## config.mk

```make
export PLATFORM = sky130hd
export DESIGN_NAME = neuron_mac_flat
export DESIGN_NICKNAME = d
export VERILOG_FILES = /design/src/rtl/neuron_mac_if.sv /design/src/rtl/neuron_mac.sv /design/src/flat_wrapper.sv
export SDC_FILE = /design/constraint.sdc
export NUM_CORES = 2
export LEC_CHECK = 0
export CAP_MARGIN = 20
export CORE_MARGIN = 8
export CORE_UTILIZATION = 60
export CTS_BUF_LIST = sky130_fd_sc_hd__clkbuf_4
export CTS_CLUSTER_SIZE = 40
export DETAILED_ROUTE_END_ITERATION = 10
export PLACE_DENSITY = 0.89
export SYNTH_ARGS = -nofsm -noshare
export SYNTH_HDL_FRONTEND = slang
export SYNTH_SLANG_ARGS = --single-unit
```

## constraint.sdc

```tcl
create_clock -name clk -period 19.3 [get_ports clk]
set_clock_uncertainty 0.05 [all_clocks]
set_input_delay 3.86 -clock clk [delete_from_list [all_inputs] [get_ports clk]]
set_output_delay 3.86 -clock clk [all_outputs]
set_load 0.01 [all_outputs]
```

## src/rtl/neuron_mac_if.sv

```systemverilog
`default_nettype none
// ============================================================================
// Module      : neuron_mac_if
// Description : Handshake/data bundle for the neuron_mac block.
//               master : the evaluation controller (drives start, bias, the
//                        x/w stream and out_ready).
//               slave  : the neuron_mac block itself.
//   start/bias            evaluation request and bias value
//   in_valid/in_ready     x/w pair stream handshake, data on in_x/in_w
//   out_valid/out_ready   result handshake, data on out_sum/out_ovf
//   busy                  block is not idle
// Revision    : 1.0 - initial release
// ============================================================================
interface neuron_mac_if #(
    parameter int BIT_WIDTH = 32
);
    logic                 start;
    logic [BIT_WIDTH-1:0] bias;
    logic                 in_valid;
    logic                 in_ready;
    logic [BIT_WIDTH-1:0] in_x;
    logic [BIT_WIDTH-1:0] in_w;
    logic                 out_valid;
    logic                 out_ready;
    logic [BIT_WIDTH-1:0] out_sum;
    logic                 out_ovf;
    logic                 busy;

    modport master (
        output start, bias, in_valid, in_x, in_w, out_ready,
        input  in_ready, out_valid, out_sum, out_ovf, busy
    );

    modport slave (
        input  start, bias, in_valid, in_x, in_w, out_ready,
        output in_ready, out_valid, out_sum, out_ovf, busy
    );
endinterface
`default_nettype wire

```

## src/rtl/neuron_mac.sv

```systemverilog
`default_nettype none
// ============================================================================
// Module      : neuron_mac
// Description : Streaming fixed-point multiply-accumulate neuron. Loads a
//               bias, accumulates NUM_INPUTS signed x*w products at full
//               precision, rounds half-up back to FRACTION_WIDTH fractional
//               bits, saturates to BIT_WIDTH and offers the result on a
//               valid/ready output.
// Ports       : clk    - clock, rising edge
//               rst_n  - asynchronous active-low reset
//               bus    - neuron_mac_if slave (start/bias, x/w stream,
//                        result stream, busy)
// Revision    : 1.0 - initial release
// ============================================================================
module neuron_mac #(
    parameter int FRACTION_WIDTH = 15,
    parameter int BIT_WIDTH      = 32,
    parameter int NUM_INPUTS     = 16
) (
    input  wire          clk,
    input  wire          rst_n,
    neuron_mac_if.slave  bus
);
    localparam int CNT_W  = (NUM_INPUTS > 1) ? $clog2(NUM_INPUTS) : 1;
    // Wide enough that NUM_INPUTS full-scale products plus the bias cannot wrap.
    localparam int ACC_W  = 2*BIT_WIDTH + $clog2(NUM_INPUTS) + 1;
    // One extra bit so adding the rounding constant cannot wrap either.
    localparam int RND_W  = ACC_W + 1;
    localparam int PROD_W = 2*BIT_WIDTH;

    localparam logic [CNT_W-1:0]        LAST_CNT = CNT_W'(NUM_INPUTS-1);
    localparam logic signed [RND_W-1:0] HALF_LSB = RND_W'(1) << (FRACTION_WIDTH-1);
    localparam logic signed [RND_W-1:0] SAT_MAX  = RND_W'({1'b0, {(BIT_WIDTH-1){1'b1}}});
    localparam logic signed [RND_W-1:0] SAT_MIN  = RND_W'($signed({1'b1, {(BIT_WIDTH-1){1'b0}}}));

    typedef enum logic [1:0] {
        IDLE  = 2'd0,
        ACCUM = 2'd1,
        ROUND = 2'd2,
        HOLD  = 2'd3
    } state_t;

    state_t                   state;
    logic signed [ACC_W-1:0]  acc;
    logic [CNT_W-1:0]         count;

    logic signed [PROD_W-1:0] x_ext;
    logic signed [PROD_W-1:0] w_ext;
    logic signed [PROD_W-1:0] product;
    logic signed [ACC_W-1:0]  bias_ext;
    logic signed [RND_W-1:0]  rounded_sum;
    logic signed [RND_W-1:0]  rounded;
    logic                     beat;

    // Operands are sign-extended to the product width so the multiply is
    // exact without relying on context-width rules.
    assign x_ext       = PROD_W'($signed(bus.in_x));
    assign w_ext       = PROD_W'($signed(bus.in_w));
    assign product     = x_ext * w_ext;
    assign bias_ext    = ACC_W'($signed(bus.bias));
    assign rounded_sum = RND_W'(acc) + HALF_LSB;
    assign rounded     = rounded_sum >>> FRACTION_WIDTH;
    assign beat        = bus.in_valid && bus.in_ready;

    always_ff @(posedge clk or negedge rst_n) begin
        if (!rst_n) begin
            state         <= IDLE;
            acc           <= '0;
            count         <= '0;
            bus.out_sum   <= '0;
            bus.out_ovf   <= 1'b0;
            bus.in_ready  <= 1'b0;
            bus.out_valid <= 1'b0;
            bus.busy      <= 1'b0;
        end else begin
            case (state)
                IDLE: begin
                    if (bus.start) begin
                        acc          <= bias_ext <<< FRACTION_WIDTH;
                        count        <= '0;
                        bus.in_ready <= 1'b1;
                        bus.busy     <= 1'b1;
                        state        <= ACCUM;
                    end
                end
                ACCUM: begin
                    if (beat) begin
                        acc   <= acc + ACC_W'(product);
                        count <= count + 1'b1;
                        if (count == LAST_CNT) begin
                            bus.in_ready <= 1'b0;
                            state        <= ROUND;
                        end
                    end
                end
                ROUND: begin
                    if (rounded > SAT_MAX) begin
                        bus.out_sum <= SAT_MAX[BIT_WIDTH-1:0];
                        bus.out_ovf <= 1'b1;
                    end else if (rounded < SAT_MIN) begin
                        bus.out_sum <= SAT_MIN[BIT_WIDTH-1:0];
                        bus.out_ovf <= 1'b1;
                    end else begin
                        bus.out_sum <= rounded[BIT_WIDTH-1:0];
                        bus.out_ovf <= 1'b0;
                    end
                    bus.out_valid <= 1'b1;
                    state         <= HOLD;
                end
                HOLD: begin
                    // start in the accept cycle is deliberately not looked at;
                    // the block only reacts to start once back in IDLE.
                    if (bus.out_ready) begin
                        bus.out_valid <= 1'b0;
                        bus.busy      <= 1'b0;
                        state         <= IDLE;
                    end
                end
                default: begin
                    state <= IDLE;
                end
            endcase
        end
    end
endmodule
`default_nettype wire
```

## src/flat_wrapper.sv

```systemverilog
// flat-port wrapper written by rule: the top's interface ports become plain ports
module neuron_mac_flat 
#(
    parameter int FRACTION_WIDTH = 15,
    parameter int BIT_WIDTH      = 32,
    parameter int NUM_INPUTS     = 16
)
  (clk, rst_n, bus_start, bus_bias, bus_in_valid, bus_in_x, bus_in_w, bus_out_ready, bus_in_ready, bus_out_valid, bus_out_sum, bus_out_ovf, bus_busy);
  neuron_mac_if #(.BIT_WIDTH(BIT_WIDTH)) bus_i ();
  input  wire clk;
  input  wire rst_n;
  input wire logic [$bits(bus_i.start)-1:0] bus_start;
  input wire logic [$bits(bus_i.bias)-1:0] bus_bias;
  input wire logic [$bits(bus_i.in_valid)-1:0] bus_in_valid;
  input wire logic [$bits(bus_i.in_x)-1:0] bus_in_x;
  input wire logic [$bits(bus_i.in_w)-1:0] bus_in_w;
  input wire logic [$bits(bus_i.out_ready)-1:0] bus_out_ready;
  output wire logic [$bits(bus_i.in_ready)-1:0] bus_in_ready;
  output wire logic [$bits(bus_i.out_valid)-1:0] bus_out_valid;
  output wire logic [$bits(bus_i.out_sum)-1:0] bus_out_sum;
  output wire logic [$bits(bus_i.out_ovf)-1:0] bus_out_ovf;
  output wire logic [$bits(bus_i.busy)-1:0] bus_busy;
  assign bus_i.start = bus_start;
  assign bus_i.bias = bus_bias;
  assign bus_i.in_valid = bus_in_valid;
  assign bus_i.in_x = bus_in_x;
  assign bus_i.in_w = bus_in_w;
  assign bus_i.out_ready = bus_out_ready;
  assign bus_in_ready = bus_i.in_ready;
  assign bus_out_valid = bus_i.out_valid;
  assign bus_out_sum = bus_i.out_sum;
  assign bus_out_ovf = bus_i.out_ovf;
  assign bus_busy = bus_i.busy;
  neuron_mac #(.FRACTION_WIDTH(FRACTION_WIDTH), .BIT_WIDTH(BIT_WIDTH), .NUM_INPUTS(NUM_INPUTS)) u_core (.clk(clk), .rst_n(rst_n), .bus(bus_i));
endmodule
```

==> results.md <==
- Fillers: between 5000 and 6000
- Placed cells: 6163
- Gpl congestion: ~0.94
- Routed wl met2: around 67 mm
- Hold Fails Final Rpt: 0
- Vias/cell: just under 6
- Worst Setup Start Kind: input pin
- Fmax achieved: ~78 MHz
- Synth Area in Compound Gates: 5.90%
- Number of synthesized flops with an enable pin: 0
- DR top layer: met5
- Sequential area share after synthesis: approximately 5.8%
- Multi-input combinational cell area: 0.0389 mm²
- Setup bufs post-CTS: 0
- Fin crit share: around two thirds
- Hold WC Path Type: reg -> reg
- Layout area overhead: 5.13%
- Total die area: ~0.089 mm²
- Final setup fails: 0
- # H-tree levels: 3
- Pre-antenna DRT Iters: 6
- Synthesis Warnings: 0
- Highest-count cells in the layout ignoring fill and taps: inv_1 (1390), fa_1 (1260), nand2_1 (609), and2_1 (472), ha_1 (235)
- Critical path's slowest cell: buf_4
- Largest net degree at the start of global routing: roughly 80
- Cell area after synthesis: roughly 0.048 mm²
- Initial Utilization: 60.7%
- Hold_buf cts: 0
- Max cap viols: 0
- Max incr delay on CP: 0.60 ns
- CP endpoint kind: flip-flop
- Port Buf Inserts: approximately 140
- Core Box Area: slightly below 0.08 mm²
- Most common cell after layout, fill and taps aside: inv_1
- Drt drc: 0
- Finished Layout Cells: between 6000 and 7000
- Ys async rst share: 100%
- Clk_lat worst skew: between 0.5 and 0.6 ns
- CTS tree: done
- GR Overflow Total: 0
- Reg area: between 0.002 and 0.003 mm²
- CTS Buffer Depth: 2
- Worst-Margin Slew: between 1 and 1.5 ns
- IO Count: 137
- Routed via count: 36119
- Post-Synth Adder-Cell Area: 58.8%
- Post-place setup slack: between 6 and 7 ns
- Syn avg cell area: roughly 9.3 µm²
- FF+latch count, synth: 111
- Critical path type: in -> reg
- Final-report max-slew violation count: 0
- Initial antenna violation count: 6
- Sink Count: between 100 and 150
- Post-Syn Instances: 5170
- Wire per inst: between 20 and 25 µm
- Post-route ant nets: 0
- First-pass GRT wire length: 212 mm
- PnR worst setup slack: approximately 6.5 ns
- M1 WL: 40.7 mm
- Post-synth cell types: 82
- RSZ-0062 raised after global routing: false
- Overall routed net length: 130 mm
- Crit-path max FO: 37
- Clk pin slew, worst setup/hold paths: approximately 0.2 ns
- Number of global-route vias before repair: ~42000
- Setup TNS Final: 0 ns
- # resized after CTS: 0
- Most numerous cell on the critical path: fa_1
- Die Span Y: approximately 300 µm
- Critical Path AT: around 13 ns
- Standard-cell rows: 103
- Synth Area in Simple Gates: between 10% and 20%
- Met3 routed WL: between 9 and 10 mm
- Nets: 6728
- Final HPWL DP: roughly 110 mm
- Worst rel slew slack: 32.5%
- Syn_nets: a little under 7000
- Worst endpoint required time: roughly 20 ns
- Largest family of logic cells by synthesized area: adder cells
- Final Critical Period: between 10 and 15 ns
- Status: complete, no violations
- Starting DRC count in detailed routing: 2856
- Xor/xnor cell area share of the yosys netlist: between 2 and 2.5%
- Post-synth top flop: dfrtp_1
- CTS Root Buffer Type: clkbuf_4
- All-Layer GR Usage: about 30%
- Layout cell share with drive strength beyond 1: 2.78%
- Portion of netlist area occupied by mux cells: less than 1%
- Die width: about 300 µm
- Total CTS buffers: 9
[per-stage QoR]
step                      area (µm²)  hold slack [ns]  utilization (%)
after detailed placement       50100            0.429             63.4
final                          50400            0.463             63.8
after CTS                      50200            0.470             63.6
after floorplan                47900            0.400                -
after global routing           50400            0.479             63.8
after global placement         50100            0.416             63.4
[layer usage]
metal	global-route usage [%]	vias to the layer above
li1	-	14934
met1	32.0	18488
met2	52.3	1916
met3	5.09	779
met4	22.9	2
met5	0	-
[critical path, delay by kind of cell]
kind,cells,cell delay [ns]
compound gates,5,1.64
fa+ha+maj,9,4.43
buf+inv,10,1.75
simple gates,6,1.49
[cell families (layout without fill, tap and decap cells)]
kind of cell | count (synthesis) | count (layout)
buffers and inverters | 1657 | 1624
adders and majority gates | 1495 | 1495
and+or+nand+nor | 1365 | 1365
AOI/OAI and AO/OA | 425 | 425
xor gates and xnor gates | 112 | 112
DFF | 111 | 111
muxes | 5 | 5
other | 0 | 4
[synth_stat cells, types with 5 or more instances]
master       n  area share, %
xor2_1      29           0.53
a31oi_1     21           0.27
nand3_1     29           0.30
nor3_1      28           0.29
nand2_1    610            4.8
o21bai_1    13           0.20
and2_1     472            6.2
and4_1       6           0.11
a21o_1      46           0.72
nand2b_1    12           0.16
o211ai_1     8           0.13
a22o_1       6           0.11
a22oi_1     28           0.44
dfrtp_1    111            5.8
nor2_1      99           0.78
fa_1      1260             53
a211oi_1    16           0.25
nand4_1     38           0.50
and3_1      16           0.21
a311oi_1     8           0.15
a21oi_1     97            1.0
clkbuf_1   252            2.0
inv_1     1392             11
xnor2_1     83            1.5
a221oi_1     5          0.091
nor4_1      11           0.14
a21boi_0     6          0.094
a211oi_2    20           0.52
o21ai_0    109            1.1
ha_1       235            6.1
or4_1        6          0.094
[cell type report]
type	count	area share [%]
clock buffers	9	0.134
inverters	1393	10.4
multi-input cells	3402	77.1
well taps	1050	2.61
flip-flops and latches	111	5.51
diodes	4	0.0199
repair buffers	215	4.08
clock inverters	7	0.129
[sequential cells by signal, indices dropped and copies added (netlist names)]
name	cells
u_core.count	4
u_core.bus.out_ovf	1
u_core.acc	69
u_core.bus.busy	1
u_core.bus.out_sum	32
u_core.bus.out_valid	1
u_core.bus.in_ready	1
u_core.state	2
[path summary, 6_finish.rpt]
path	startpoint	to	slack, ns	cells after the start
setup reg to reg	u_core.acc[28]$_DFFE_PN0P_	u_core.acc[65]$_DFFE_PN0P_	10.75	25
setup / recovery	bus_in_w[0]	u_core.acc[65]$_DFFE_PN0P_	6.51	30
hold / removal	u_core.acc[8]$_DFFE_PN0P_	u_core.acc[8]$_DFFE_PN0P_	0.46	2
max in group asynchronous	rst_n	u_core.acc[44]$_DFFE_PN0P_	15.06	3
min in group asynchronous	rst_n	u_core.acc[68]$_DFFE_PN0P_	3.18	1
hold reg to reg	u_core.acc[8]$_DFFE_PN0P_	u_core.acc[8]$_DFFE_PN0P_	0.46	2
Power is left out: the tool's default activity adds up to more than one toggle a clock period on the data nets, which glitch-free logic cannot reach.
